==> src/rtl/mdu_seq_pkg.sv <==
// Purpose: shared RV32M op encoding and fixed divide results for the MDU sequencer.
// Latency: n/a (types and constants only).
// Backpressure: n/a.
package mdu_seq_pkg;

    typedef enum logic [2:0] {
        MUL,
        MULH,
        MULHSU,
        MULHU,
        DIV,
        DIVU,
        REM,
        REMU
    } mdu_op_e;

    localparam logic [31:0] DIV_BY_ZERO_Q = 32'hFFFF_FFFF;
    localparam logic [31:0] INT_MIN       = 32'h8000_0000;

    function automatic logic is_div_op(input mdu_op_e op);
        return op inside {DIV, DIVU, REM, REMU};
    endfunction

endpackage

==> src/rtl/mdu_step.sv <==
// Purpose: one radix-2 iteration; shift-add multiply or restoring-subtract divide.
// Latency: combinational.
// Backpressure: none; the caller decides when to register acc_out.
module mdu_step #(
    parameter int XLEN = 32
) (
    input  logic                is_div,
    input  logic [2*XLEN-1:0]   acc_in,
    input  logic [XLEN-1:0]     operand,
    output logic [2*XLEN-1:0]   acc_out
);

    logic [XLEN:0]   sum;
    logic [XLEN:0]   rem_sh;
    logic [XLEN-1:0] diff;

    always_comb begin
        // Multiply: acc = {product_hi, remaining multiplier}; carry of the add lands in the top bit.
        sum    = {1'b0, acc_in[2*XLEN-1:XLEN]} + (acc_in[0] ? {1'b0, operand} : {(XLEN+1){1'b0}});
        // Divide: acc = {rem, quot}; shifted remainder needs one extra bit before the compare.
        rem_sh = acc_in[2*XLEN-1:XLEN-1];
        diff   = rem_sh[XLEN-1:0] - operand;
        if (is_div) begin
            if (rem_sh >= {1'b0, operand}) begin
                acc_out = {diff, acc_in[XLEN-2:0], 1'b1};
            end else begin
                acc_out = {acc_in[2*XLEN-2:0], 1'b0};
            end
        end else begin
            acc_out = {sum, acc_in[XLEN-1:1]};
        end
    end

endmodule

==> src/rtl/mdu_seq.sv <==
// Purpose: multi-cycle RV32M multiply/divide beside the E-stage ALU; MDU_EARLY_OUT_EN adds multiply early-out.
// Latency: XLEN+1 cycles start-to-done (1 cycle for divide-by-zero/overflow, fewer with early-out).
// Backpressure: stall_out holds F/D/E from start acceptance until done_out; flush_in aborts with no done.
module mdu_seq
    import mdu_seq_pkg::*;
#(
    parameter int XLEN     = 32,
    parameter int CNT_BITS = $clog2(XLEN) + 1
) (
    input  logic            clk,
    input  logic            reset,
    input  logic            flush_in,
    input  logic            start_in,
    input  mdu_op_e         op_in,
    input  logic [XLEN-1:0] src1_in,
    input  logic [XLEN-1:0] src2_in,
    output logic            stall_out,
    output logic            busy_out,
    output logic            done_out,
    output logic [XLEN-1:0] result_out
);

    typedef enum logic [1:0] {IDLE, BUSY, DONE} mdu_state_e;

    mdu_state_e          state_q, state_d;
    mdu_op_e             op_q;
    logic [2*XLEN-1:0]   acc_q;
    logic [XLEN-1:0]     opnd_q;
    logic [CNT_BITS-1:0] cnt_q;
    logic                neg_q;
    logic [XLEN-1:0]     result_q;

    logic                s1_neg, s2_neg, start_neg;
    logic [XLEN-1:0]     mag1, mag2;
    logic                div_zero, div_ovf;
    logic [XLEN-1:0]     fast_res;
    logic [2*XLEN-1:0]   step_acc, final_acc, prod;
    logic [XLEN-1:0]     quot, rem, fixed_res;
    logic                early, finish_cond;
    logic                go_slow, go_fast, step_en, finish;

    // Start-time operand conditioning: magnitudes plus the sign to reapply at the end.
    always_comb begin
        s1_neg    = src1_in[XLEN-1] & (op_in inside {MULH, MULHSU, DIV, REM});
        s2_neg    = src2_in[XLEN-1] & (op_in inside {MULH, DIV, REM});
        mag1      = s1_neg ? -src1_in : src1_in;
        mag2      = s2_neg ? -src2_in : src2_in;
        start_neg = (op_in == REM) ? s1_neg : (s1_neg ^ s2_neg);
        div_zero  = is_div_op(op_in) && (src2_in == '0);
        div_ovf   = (op_in inside {DIV, REM}) && (src1_in == INT_MIN) && (src2_in == '1);
        if (div_zero) begin
            fast_res = (op_in inside {DIV, DIVU}) ? DIV_BY_ZERO_Q : src1_in;
        end else begin
            fast_res = (op_in == DIV) ? INT_MIN : '0;
        end
    end

    mdu_step #(.XLEN(XLEN)) u_step (
        .is_div  (is_div_op(op_q)),
        .acc_in  (acc_q),
        .operand (opnd_q),
        .acc_out (step_acc)
    );

`ifdef MDU_EARLY_OUT_EN
    logic [CNT_BITS-1:0] rem_cnt;
    logic [XLEN-1:0]     mlt_mask;

    // Low rem_cnt bits of the accumulator still hold unconsumed multiplier bits.
    always_comb begin
        rem_cnt  = cnt_q - CNT_BITS'(1);
        mlt_mask = ~({XLEN{1'b1}} << rem_cnt);
        early    = !is_div_op(op_q) && ((step_acc[XLEN-1:0] & mlt_mask) == '0);
        final_acc = is_div_op(op_q) ? step_acc : (step_acc >> rem_cnt);
    end
`else
    assign early     = 1'b0;
    assign final_acc = step_acc;
`endif

    assign finish_cond = (cnt_q == CNT_BITS'(1)) || early;

    always_comb begin
        prod = neg_q ? -final_acc : final_acc;
        quot = final_acc[XLEN-1:0];
        rem  = final_acc[2*XLEN-1:XLEN];
        case (op_q)
            MUL:                 fixed_res = prod[XLEN-1:0];
            MULH, MULHSU, MULHU: fixed_res = prod[2*XLEN-1:XLEN];
            DIV, DIVU:           fixed_res = neg_q ? -quot : quot;
            default:             fixed_res = neg_q ? -rem : rem;
        endcase
    end

    always_comb begin
        state_d = state_q;
        go_slow = 1'b0;
        go_fast = 1'b0;
        step_en = 1'b0;
        finish  = 1'b0;
        case (state_q)
            IDLE: begin
                if (start_in) begin
                    if (div_zero || div_ovf) begin
                        go_fast = 1'b1;
                        state_d = DONE;
                    end else begin
                        go_slow = 1'b1;
                        state_d = BUSY;
                    end
                end
            end
            BUSY: begin
                step_en = 1'b1;
                if (finish_cond) begin
                    finish  = 1'b1;
                    state_d = DONE;
                end
            end
            default: state_d = IDLE;
        endcase
        if (flush_in) begin
            state_d = IDLE;
            go_slow = 1'b0;
            go_fast = 1'b0;
            step_en = 1'b0;
            finish  = 1'b0;
        end
    end

    always_ff @(posedge clk or negedge reset) begin
        if (!reset) begin
            state_q  <= IDLE;
            op_q     <= MUL;
            acc_q    <= '0;
            opnd_q   <= '0;
            cnt_q    <= '0;
            neg_q    <= 1'b0;
            result_q <= '0;
        end else begin
            state_q <= state_d;
            if (go_slow) begin
                op_q   <= op_in;
                // Divide: acc = {0, dividend}; multiply: acc = {0, multiplier}.
                acc_q  <= is_div_op(op_in) ? {{XLEN{1'b0}}, mag1} : {{XLEN{1'b0}}, mag2};
                opnd_q <= is_div_op(op_in) ? mag2 : mag1;
                neg_q  <= start_neg;
                cnt_q  <= CNT_BITS'(XLEN);
            end
            if (go_fast) begin
                result_q <= fast_res;
            end
            if (step_en) begin
                acc_q <= step_acc;
                cnt_q <= cnt_q - CNT_BITS'(1);
            end
            if (finish) begin
                result_q <= fixed_res;
            end
        end
    end

    assign stall_out  = ((state_q == IDLE) && start_in && !flush_in) || ((state_q == BUSY) && !flush_in);
    assign busy_out   = (state_q != IDLE);
    assign done_out   = (state_q == DONE) && !flush_in;
    assign result_out = result_q;

endmodule

==> config.mk <==
export PLATFORM = sky130hd
export DESIGN_NAME = mdu_seq
export DESIGN_NICKNAME = d
export VERILOG_FILES = /design/src/rtl/mdu_seq_pkg.sv /design/src/rtl/mdu_step.sv /design/src/rtl/mdu_seq.sv
export SDC_FILE = /design/constraint.sdc
export NUM_CORES = 1
export LEC_CHECK = 0
export CORE_MARGIN = 2
export CORE_UTILIZATION = 55
export CTS_CLUSTER_SIZE = 20
export DETAILED_ROUTE_END_ITERATION = 16
export GPL_TIMING_DRIVEN = 0
export PLACE_DENSITY = 0.75
export SYNTH_ARGS = -nofsm -noshare
export SYNTH_HDL_FRONTEND = slang
export SYNTH_SLANG_ARGS = --single-unit
==> constraint.sdc <==
create_clock -name clk -period 5.9 [get_ports clk]
set_input_delay 1.18 -clock clk [delete_from_list [all_inputs] [get_ports clk]]
set_output_delay 1.18 -clock clk [all_outputs]
set_load 0.005 [all_outputs]
==> impl_metrics.env <==
export IMPL_status="complete, no violations"
export IMPL_fin_skew_ns=0.01872
export IMPL_min_from="result_out[26]"
export IMPL_clock_path_buffers=2
export IMPL_cts_sinks=140
export IMPL_die_w_um=173.9
export IMPL_synth_top_family_by_area="compound AO/OA/AOI/OAI gates"
export IMPL_synth_top_area_share_pct=22.07
export IMPL_slew_viol_final=0
export IMPL_first_iter_violations=3335
export IMPL_synth_cell_types=99
export IMPL_power_density_nw_per_um2=588.0
export IMPL_crit_chain="clkbuf_1, and2_1, ha_1, a21oi_1, o21ai_0, a211oi_2, nor2_1, xor2_1, a221oi_4, o2111ai_1, nor4_4, a41oi_1, xor2_1, o221ai_1, o211ai_1, a31oi_1"
export IMPL_avgSynthCellArea_um2=7.382
export IMPL_grt_pass1_vias=17380
export IMPL_synth_compound_area_share_pct=31.23
export IMPL_synth_ff_latch_count=140
export IMPL_yosys_top_cells_area="dfrtp_1 (22%), o21ai_0 (7.2%), a21oi_1 (6.5%), ha_1 (5.6%), xnor2_1 (5.5%)"
export IMPL_cp_start_kind="register"
export IMPL_finalWorstSetupSlack_ns=0.03304
export IMPL_insertion_delay_ns=0.46
export IMPL_leakage_uw=0.007234
export IMPL_slew_headroom_pct=3.675
export IMPL_cts_root_buf="clkbuf_16"
export IMPL_power_total_uw=10750
export IMPL_ctsHoldBuffers=0
export IMPL_yosys_warnings=0
export IMPL_post_dp_hpwl_um=57430
export IMPL_synth_largest_area_cell="dfrtp_1"
export IMPL_synth_flop_cell="dfrtp_1"
export IMPL_core_um2=28550
export IMPL_fp_dieArea_um2=30230
export IMPL_initial_utilization_pct=55.60
export IMPL_synth_simple_area_share_pct=22.84
export IMPL_fin_cells=2680
export IMPL_io_buffers=104
export IMPL_cpMostUsedCell="xor2_1"
export IMPL_overflow=0
export IMPL_wl_um=72090
export IMPL_timing_fmax_mhz=170.4
export IMPL_first_pass_iters=8
export IMPL_syn_nets=2294
export IMPL_drc=0
export IMPL_async_flop_share_pct=100.0
export IMPL_critical_path_slowest_cell="nor4_4"
export IMPL_ir_drop_mv=0.2662
export IMPL_holdPathStages=2
export IMPL_antenna_found_initial=0
export IMPL_r2r_end="result_out[22]"
export IMPL_fin_crit_ns=5.867
export IMPL_ys_seq_area_share_pct=22.07
export IMPL_worst_pin_slew_ns=1.445
export IMPL_die_h_um=173.9
export IMPL_n_fill_cell=2621
export IMPL_routedWlPerCell_um=26.90
export IMPL_fin_setup_tns_ns=0
export IMPL_synthXorXnorAreaFrac_pct=9.767
export IMPL_min_to="result_out[26]"
export IMPL_synth_edf_count=0
export IMPL_yosys_area_share_adder_pct=5.849
export IMPL_worst_path_buf_inv=1
export IMPL_r2r_start="acc_q[0]"
export IMPL_period_share_pct=99.44
export IMPL_cts_buffers=17
export IMPL_grt_max_degree=72
export IMPL_path_class="register to register"
export IMPL_gp_congestion=1.037
export IMPL_synth_mux_area_share_pct=3.114
export IMPL_layout_drive_gt1_share_pct=6.928
export IMPL_cts_tree="built"
export IMPL_io_pins=106
export IMPL_vias_per_cell=7.034
export IMPL_placementRows=62
export IMPL_cts_htree_levels=4
export IMPL_dp_cells=2641
export IMPL_critPathMaxFanout=10
export IMPL_required_ns=6.20
export IMPL_most_common_layout_cells="nand2_1 (233), o21ai_0 (225), a21oi_1 (204), nor2_1 (183), dfrtp_1 (138)"
export IMPL_finish_utilization_pct=64.04
export IMPL_grt_pass1_wl_um=106500
export IMPL_place_ws_ns=-1.345
export IMPL_end_kind="register"
export IMPL_r2r_slack_ns=0.03
export IMPL_worstHoldPathType="register to register"
export IMPL_synth_cells=2150
export IMPL_cts_clk_slew_worst_paths_ns=0.07
export IMPL_r2r_cells=16
export IMPL_area_growth_pct=15.18
export IMPL_drv_cap=0
export IMPL_nets=2426
export IMPL_grt_usage_pct=46.50
export IMPL_hold_viol_final=0
export IMPL_final_common_cell="nand2_1"
export IMPL_slowest_delay_ns=0.58
export IMPL_setup_viol=0
export IMPL_arrival_ns=6.16
export IMPL_cp_top_family="compound AO/OA/AOI/OAI gates"
export IMPL_num_vias=18850
export IMPL_netlist_area_um2=15870
export IMPL_ant_nets=0
-- report_power, final --
group / switching [µW] / internal [µW] / total (µW) / leakage [µW]
clock: 499 / 646 / 1150 / 0.000293
combinational: 5080 / 2700 / 7780 / 0.00515
sequential: 519 / 1310 / 1830 / 0.00179
-- worst min-delay path, stage by stage (launching register included) --
cell and delay, ns:
dfrtp_1 0.35, nand2_1 0.05, nand3_1 0.05
-- kinds of logic after synthesis --
| logic type | after synthesis |
|---|---|
| AO/OA/AOI/OAI | 761 |
| AND/OR/NAND/NOR | 748 |
| buffers and inverters | 203 |
| XOR/XNOR | 177 |
| flip-flops | 140 |
| adder cells (fa/ha/maj) | 73 |
| multiplexers | 48 |
-- repair_timing --
item / in CTS / in global routing
resized for setup: 17 / 32
setup endpoints to repair: 20 / 60
buffers inserted: 0 / 7
pin swaps: 0 / 3
-- layout make-up --
cell class	count	area (µm²)	share of cell area (%)
Antenna cell	1	2.502	0.01369
Buffer	131	571.8	3.128
Clock buffer	19	442.9	2.423
Clock inverter	13	156.4	0.8555
Inverter	71	266.5	1.458
Multi-Input combinational cell	1807	11710	64.05
Sequential cell	140	3506	19.18
Tap cell	384	480.5	2.628
Timing Repair Buffer	114	1145	6.262
-- routing by layer --
| layer | share of wire [%] | vias to the layer above | track usage [%] |
|---|---|---|---|
| met4 | 6.6 | 0 | 26.37 |
| met2 | 42 | 1451 | 68.73 |
| li1 | - | 8183 | - |
| met3 | 14 | 317 | 14.63 |
| met5 | 0 | - | 0 |
| met1 | 37 | 8900 | 60.04 |
-- Yosys cell counts (all sizes together), types with 37 or more instances --
| cell type | instances |
|---|---|
| inv | 71 |
| and2 | 42 |
| mux2i | 37 |
| xor2 | 77 |
| ha | 71 |
| nor2 | 184 |
| nand3 | 62 |
| clkbuf | 97 |
| a211oi | 43 |
| xnor2 | 100 |
| o21ai | 237 |
| a21oi | 207 |
| nor3 | 64 |
| dfrtp | 140 |
| nand2 | 237 |
-- per-stage QoR --
step	hold slack [ns]	cell area (µm²)
floorplan	0.4454	15870
global placement	0.4639	17390
detailed placement	0.4754	17430
CTS	0.4937	18080
global route	0.5239	18280
finish	0.4839	18280
-- worst max path at each step --
stage / startpoint / slack (ns) / depth (start not counted) / end
floorplan: op_q[2] / 0.62 / 22 / result_out[14]
global placement: reset / -1.87 / 1 / opnd_q[14]
detailed placement: op_q[2] / -1.35 / 22 / result_out[14]
CTS: acc_q[0] / 0.02 / 16 / result_out[27]
global route: opnd_q[12] / -0.02 / 22 / result_out[14]
finish: acc_q[0] / 0.03 / 16 / result_out[22]
-- registers in the layout, summed over array words and instances, names as in the netlist --
register,flops
op_q,3
acc_q,64
cnt_q,6
result_out,32
state_q,2
neg_q,1
opnd_q,32
Power figures use the tool's default switching activity.
